**src/rtl/cp0_nested_if.sv**
```systemverilog
// Bus bundle between the fetch stage and the CP0 interrupt controller.
interface cp0_nested_if #(
    parameter int N_IRQ = 8
);
    logic [31:0]      current_pc;
    logic [N_IRQ-1:0] hardware_interrupt;
    logic             eret;
    logic             csr_we;
    logic [31:0]      csr_wdata;
    logic             pc_jump;
    logic [31:0]      pc_addr;
    logic             writeback_mask;
    logic [31:0]      status;
    logic [31:0]      epc;
    logic             interrupt;

    modport master (
        output current_pc, hardware_interrupt, eret, csr_we, csr_wdata,
        input  pc_jump, pc_addr, writeback_mask, status, epc, interrupt
    );

    modport slave (
        input  current_pc, hardware_interrupt, eret, csr_we, csr_wdata,
        output pc_jump, pc_addr, writeback_mask, status, epc, interrupt
    );
endinterface

```
**src/rtl/cp0_nested.sv**
```systemverilog
// CP0 interrupt controller: edge-latched pending lines, priority select,
// nested service through an EPC/level stack, ERET unwinding.
module cp0_nested #(
    parameter int          N_IRQ      = 8,
    parameter int          DEPTH      = 4,
    parameter logic [31:0] VEC_BASE   = 32'h0000_0800,
    parameter logic [31:0] VEC_STRIDE = 32'h0000_0010
) (
    input  logic         clk,
    input  logic         clr,
    cp0_nested_if.slave  bus
);
    localparam int LW = 5;
    localparam int DW = 4;

    logic [N_IRQ-1:0] irq_q, irq_d;
    logic [N_IRQ-1:0] pending_q, pending_d;
    logic [N_IRQ-1:0] mask_q, mask_d;
    logic             gie_q, gie_d;
    logic [DW-1:0]    depth_q, depth_d;
    logic [LW-1:0]    cur_lvl_q, cur_lvl_d;
    logic [31:0]      epc_stk_q [DEPTH];
    logic [31:0]      epc_stk_d [DEPTH];
    logic [LW-1:0]    lvl_stk_q [DEPTH];
    logic [LW-1:0]    lvl_stk_d [DEPTH];
    logic             pc_jump_q, pc_jump_d;
    logic [31:0]      pc_addr_q, pc_addr_d;
    logic             wbm_q, wbm_d;

    logic [N_IRQ-1:0] rise, cand, sel_oh;
    logic [LW-1:0]    sel;
    logic [31:0]      top_epc;
    logic [LW-1:0]    top_lvl;
    logic             do_eret, take;
    logic             unused_wdata;

    // Only the mask field and the global-enable bit of the write data matter.
    assign unused_wdata = ^bus.csr_wdata[30:N_IRQ];

    // Next-state: edge detect, priority pick, take/ERET arbitration, stack update.
    always_comb begin
        rise = bus.hardware_interrupt & ~irq_q;
        cand = pending_q & mask_q;

        sel = LW'(N_IRQ);
        for (int i = N_IRQ - 1; i >= 0; i--) begin
            if (cand[i]) sel = LW'(i);
        end

        top_epc = 32'h0;
        top_lvl = LW'(N_IRQ);
        for (int i = 0; i < DEPTH; i++) begin
            if (DW'(i + 1) == depth_q) begin
                top_epc = epc_stk_q[i];
                top_lvl = lvl_stk_q[i];
            end
        end

        do_eret = bus.eret && (depth_q != '0);
        // The cycle right after a redirect never takes, so the fetch stage
        // sees at most one redirect per two cycles from an interrupt.
        take = gie_q && (cand != '0) && (sel < cur_lvl_q) &&
               (depth_q < DW'(DEPTH)) && !bus.eret && !pc_jump_q;

        for (int i = 0; i < N_IRQ; i++) begin
            sel_oh[i] = take && (sel == LW'(i));
        end

        // A new edge in the same cycle as the take re-arms the line.
        irq_d     = bus.hardware_interrupt;
        pending_d = (pending_q & ~sel_oh) | rise;
        mask_d    = mask_q;
        gie_d     = gie_q;
        depth_d   = depth_q;
        cur_lvl_d = cur_lvl_q;
        epc_stk_d = epc_stk_q;
        lvl_stk_d = lvl_stk_q;
        pc_jump_d = 1'b0;
        pc_addr_d = 32'h0;
        wbm_d     = 1'b0;

        if (bus.csr_we) begin
            mask_d = bus.csr_wdata[N_IRQ-1:0];
            gie_d  = bus.csr_wdata[31];
        end

        if (do_eret) begin
            depth_d   = depth_q - DW'(1);
            cur_lvl_d = top_lvl;
            pc_jump_d = 1'b1;
            pc_addr_d = top_epc;
        end else if (take) begin
            for (int i = 0; i < DEPTH; i++) begin
                if (DW'(i) == depth_q) begin
                    epc_stk_d[i] = bus.current_pc;
                    lvl_stk_d[i] = cur_lvl_q;
                end
            end
            depth_d   = depth_q + DW'(1);
            cur_lvl_d = sel;
            pc_jump_d = 1'b1;
            pc_addr_d = VEC_BASE + 32'(sel) * VEC_STRIDE;
            wbm_d     = 1'b1;
        end
    end

    // State and registered outputs; reset discards pending lines and the stack.
    always_ff @(posedge clk or negedge clr) begin
        if (!clr) begin
            irq_q     <= '0;
            pending_q <= '0;
            mask_q    <= '0;
            gie_q     <= 1'b0;
            depth_q   <= '0;
            cur_lvl_q <= LW'(N_IRQ);
            for (int i = 0; i < DEPTH; i++) begin
                epc_stk_q[i] <= 32'h0;
                lvl_stk_q[i] <= '0;
            end
            pc_jump_q <= 1'b0;
            pc_addr_q <= 32'h0;
            wbm_q     <= 1'b0;
        end else begin
            irq_q     <= irq_d;
            pending_q <= pending_d;
            mask_q    <= mask_d;
            gie_q     <= gie_d;
            depth_q   <= depth_d;
            cur_lvl_q <= cur_lvl_d;
            epc_stk_q <= epc_stk_d;
            lvl_stk_q <= lvl_stk_d;
            pc_jump_q <= pc_jump_d;
            pc_addr_q <= pc_addr_d;
            wbm_q     <= wbm_d;
        end
    end

    assign bus.pc_jump        = pc_jump_q;
    assign bus.pc_addr        = pc_addr_q;
    assign bus.writeback_mask = wbm_q;
    assign bus.status         = {gie_q, 3'b000, depth_q, 3'b000, cur_lvl_q, 16'(mask_q)};
    assign bus.epc            = top_epc;
    assign bus.interrupt      = (depth_q != '0);
endmodule

```
**src/flat_wrapper.sv**
```systemverilog
// flat-port wrapper written by rule: the top's interface ports become plain ports
module cp0_nested_flat 
#(
    parameter int          N_IRQ      = 8,
    parameter int          DEPTH      = 4,
    parameter logic [31:0] VEC_BASE   = 32'h0000_0800,
    parameter logic [31:0] VEC_STRIDE = 32'h0000_0010
)
  (clk, clr, bus_current_pc, bus_hardware_interrupt, bus_eret, bus_csr_we, bus_csr_wdata, bus_pc_jump, bus_pc_addr, bus_writeback_mask, bus_status, bus_epc, bus_interrupt);
  cp0_nested_if #(.N_IRQ(N_IRQ)) bus_i ();
  input  logic clk;
  input  logic clr;
  input wire logic [$bits(bus_i.current_pc)-1:0] bus_current_pc;
  input wire logic [$bits(bus_i.hardware_interrupt)-1:0] bus_hardware_interrupt;
  input wire logic [$bits(bus_i.eret)-1:0] bus_eret;
  input wire logic [$bits(bus_i.csr_we)-1:0] bus_csr_we;
  input wire logic [$bits(bus_i.csr_wdata)-1:0] bus_csr_wdata;
  output wire logic [$bits(bus_i.pc_jump)-1:0] bus_pc_jump;
  output wire logic [$bits(bus_i.pc_addr)-1:0] bus_pc_addr;
  output wire logic [$bits(bus_i.writeback_mask)-1:0] bus_writeback_mask;
  output wire logic [$bits(bus_i.status)-1:0] bus_status;
  output wire logic [$bits(bus_i.epc)-1:0] bus_epc;
  output wire logic [$bits(bus_i.interrupt)-1:0] bus_interrupt;
  assign bus_i.current_pc = bus_current_pc;
  assign bus_i.hardware_interrupt = bus_hardware_interrupt;
  assign bus_i.eret = bus_eret;
  assign bus_i.csr_we = bus_csr_we;
  assign bus_i.csr_wdata = bus_csr_wdata;
  assign bus_pc_jump = bus_i.pc_jump;
  assign bus_pc_addr = bus_i.pc_addr;
  assign bus_writeback_mask = bus_i.writeback_mask;
  assign bus_status = bus_i.status;
  assign bus_epc = bus_i.epc;
  assign bus_interrupt = bus_i.interrupt;
  cp0_nested #(.N_IRQ(N_IRQ), .DEPTH(DEPTH), .VEC_BASE(VEC_BASE), .VEC_STRIDE(VEC_STRIDE)) u_core (.clk(clk), .clr(clr), .bus(bus_i));
endmodule
```
**config.mk**
```make
export PLATFORM = sky130hd
export DESIGN_NAME = cp0_nested_flat
export DESIGN_NICKNAME = d
export VERILOG_FILES = /design/src/rtl/cp0_nested_if.sv /design/src/rtl/cp0_nested.sv /design/src/flat_wrapper.sv
export SDC_FILE = /design/constraint.sdc
export NUM_CORES = 1
export LEC_CHECK = 0
export CAP_MARGIN = 10
export CELL_PAD_IN_SITES_DETAIL_PLACEMENT = 1
export CELL_PAD_IN_SITES_GLOBAL_PLACEMENT = 1
export CORE_ASPECT_RATIO = 0.75
export CORE_UTILIZATION = 43
export CTS_CLUSTER_SIZE = 16
export DETAILED_ROUTE_END_ITERATION = 12
export MAX_ROUTING_LAYER = met4
export PLACE_DENSITY = 0.81
export SYNTH_ARGS = -nofsm -noshare
export SYNTH_HDL_FRONTEND = slang
export SYNTH_SLANG_ARGS = --single-unit
```
**constraint.sdc**
```tcl
create_clock -name clk -period 3.1 [get_ports clk]
set_input_delay 0.31 -clock clk [delete_from_list [all_inputs] [get_ports clk]]
set_output_delay 0.31 -clock clk [all_outputs]
set_load 0.05 [all_outputs]
```
==> results.yml <==
placement:
  dpl_cell_area_um2: 11800
  dp_worst_setup_slack_ns: 0.0718
  place_congestion: 0.823
  portBuffers: 137
  dp_hpwl_um: 15900
clock_tree:
  cts_tree: "done"
  max-clock-path-buffers: 3
  numCtsBuffers: 23
  clk-insertion-delay-late_ns: 0.51
  clockRootBuffer: "clkbuf_16"
  htreeDepth: 1
  clkTransAtPathRegs_ns: 0.06
  numClockSinks: 216
timing:
  period_needed_ns: 2.99
  rsz0062_at_grt: "no"
  period_share_pct: 96.4
  hold_ws_ns: 0.272
  postLayoutSetupSlackWorst_ns: 0.111
  clock_skew_ns: 0.00794
  tightest_slew_ns: 0.901
  setup_viol: 0
  drv_slew: 0
  hold_violations: 0
  max-slew-margin-rel_pct: 39.1
  fmax_mhz: 335
  fin_setup_tns_ns: 0
worst_setup_path:
  ff2ff_path_depth: 12
  path_cells: "a22o_1 > buf_4 > o21ai_0 > nand2_1 > inv_1 > ha_1 > nand4b_1 > a31o_2 > o21ai_4 > buf_4 > nand2_1 > xnor2_1"
  r2r_start: "u_core.pending_q[4]"
  crit_arrival_ns: 3.38
  worstSetupEndpointType: "flip-flop"
  path_buf_inv: 3
  cp.required_ns: 3.49
  rrSetupSlack_ns: 0.11
  startpoint_type: "flip-flop"
  crit_family: "compound AO/OA/AOI/OAI gates"
  cpPeakStageDelay_ns: 0.41
  cp_max_fo: 16
  crit_cells: 12
  critPathKind: "reg -> reg"
  startpoint: "u_core.pending_q[4]"
  r2r_end: "u_core.depth_q[0]"
  crit_slowest_cell: "o21ai_4"
logic_synthesis:
  synthArstFlopShare_pct: 100
  yosysUniqueCellTypes: 52
  ys_warn_count: 0
  yosysSeqAreaShare_pct: 56.3
  netlist_instances: 697
  ys_seq_elements: 216
  syn_area_um2: 9600
  syn_area_per_cell_um2: 13.8
  synth_area_leaders: "dfrtp_1 56%, mux2_4 14%, mux2_2 7.4%"
  synth_edf_count: 0
  synth_flop_cell: "dfrtp_1"
  synth.top_cell.area_share_pct: 56.1
  synth_largest_area_cell: "dfrtp_1"
global_route:
  grt_overflow_total: 0
  grt_max_degree: 83
  grt_pass1_wl_um: 39500
  antenna_found_initial: 2
  grt_pass1_vias: 6903
  grt_use_total_pct: 22.4
power:
  p_leak_uw: 0.00569
  ir_drop_mv: 0.537
  p_per_area_nw_per_um2: 846
hold_path:
  min_to: "u_core.irq_q[5]"
  hold_path_class: "in -> reg"
  worstHoldStart: "bus_hardware_interrupt[5]"
  holdPathStages: 1
layout:
  fillers: 2068
  flow.area_growth_from_synthesis_pct: 31.4
  layout-drive-gt1-share_pct: 32.9
  nNetsFinal: 938
  multi_input_area_um2: 3910
  register_area_um2: 5410
  final_common_cell: "dfrtp_1"
  finalInstanceArea_um2: 12600
  most-common-layout-cells: "214 x dfrtp_1, 104 x clkdlybuf4s50_1, 89 x mux2_4"
floorplan:
  die_h_um: 131
  die_w_um: 175
  die_area_um2: 22900
  rows: 46
  ios: 175
  core_um2: 21500
  start_util_pct: 44.6
detailed_routing:
  drt_wl_total_um: 24500
  drtAntennaViolNets: 0
  drt-pass1-iter-count: 7
  first_iter_violations: 377
  drcViolationCount: 0
  vias: 6310
  wl_per_cell_um: 21.1
  vias_per_cell: 5.44
run:
  cap_violations: 0
status:
  status: "complete, no violations"
==> synthesized netlist by cell type (2+ instances only) <==
master    count
buf_6         9
nor2_1       10
a31o_2        4
nor4_1        2
o21ai_0      34
a41oi_1       2
nand2_1      25
inv_1        16
nor3_1        4
o221ai_1      2
mux2_2       63
nor2_8        3
a22o_1        4
and2_1        5
buf_4        15
o211ai_1      2
mux2_4       89
nand2b_1      2
dfrtp_1     215
a32oi_1       2
a21oi_1      11
a221oi_1      2
nor2b_1      31
o21ai_1      13
clkbuf_1     23
ha_1          7
a22oi_1      66
buf_2         7
nand3_1       6
==> worst max path at each step <==
stage / end
floorplan: u_core.epc_stk_q[100]
CTS: bus_epc[19]
finish: u_core.depth_q[0]
global placement: u_core.lvl_stk_q[19]
detailed placement: u_core.lvl_stk_q[18]
global route: u_core.depth_q[0]
==> per-stage QoR <==
stage	util, %	total power, uW	std cells
final	58.6	10700	1160
after global routing	58.6	11200	1160
after CTS	58.1	10700	1155
after detailed placement	54.7	8000	1114
after global placement	54.7	7810	1114
after floorplan	-	6560	710
==> where the power goes <==
part | leakage, uW | switching [uW] | internal, uW
logic | 0.00247 | 1950 | 1780
clock network | 0.000355 | 1120 | 1540
registers | 0.00286 | 578 | 3710
total | 0.00569 | 3650 | 7020
==> cell type report <==
| class | instances | share of cell area [%] |
|---|---|---|
| clock buffers | 35 | 5.48 |
| clock inverters | 5 | 0.327 |
| multi-input cells | 424 | 31.0 |
| inverters | 16 | 0.476 |
| flip-flops and latches | 216 | 42.9 |
| diodes | 2 | 0.0397 |
| well taps | 288 | 2.86 |
| repair buffers | 174 | 17.0 |
==> sequential cells by signal, summed over array words and instances, names as in the netlist <==
register	flops
u_core.pending_q	8
u_core.gie_q	1
u_core.bus.pc_jump	1
u_core.mask_q	8
u_core.cur_lvl_q	5
u_core.bus.writeback_mask	1
u_core.depth_q	4
u_core.bus.pc_addr	32
u_core.lvl_stk_q	20
u_core.irq_q	8
u_core.epc_stk_q	128
==> repair_timing <==
action	4_1_cts	5_1_grt
hold buffers	1	0
pin swaps	0	4
hold endpoints to repair	80	0
endpoints found under the setup margin	32	123
setup buffers	0	2
cloned	0	1
gates resized for setup	3	12
==> layer usage <==
layer,up-vias,GRT usage (%),part of all wire (%),routed length (um)
li1,2814,-,-,-
met1,3303,31.3,47,11400
met2,163,34.1,46,11400
met3,30,4.77,5.7,1390
met4,0,3.96,1.3,316
met5,-,-,0,0
==> cell families (layout without fill, tap and decap cells) <==
kind of cell,Yosys count,count (layout),share of synthesized area (%)
adder cells (fa/ha/maj),7,7,0.913
AO/OA/AOI/OAI,153,153,10.9
multiplexers,153,153,21.4
other,1,16,0.0391
buffers and inverters,70,230,4.12
flip-flops,216,216,56.3
AND/OR/NAND/NOR,95,95,6.05
XOR/XNOR,2,2,0.183
(Power assumes the default switching activity.)
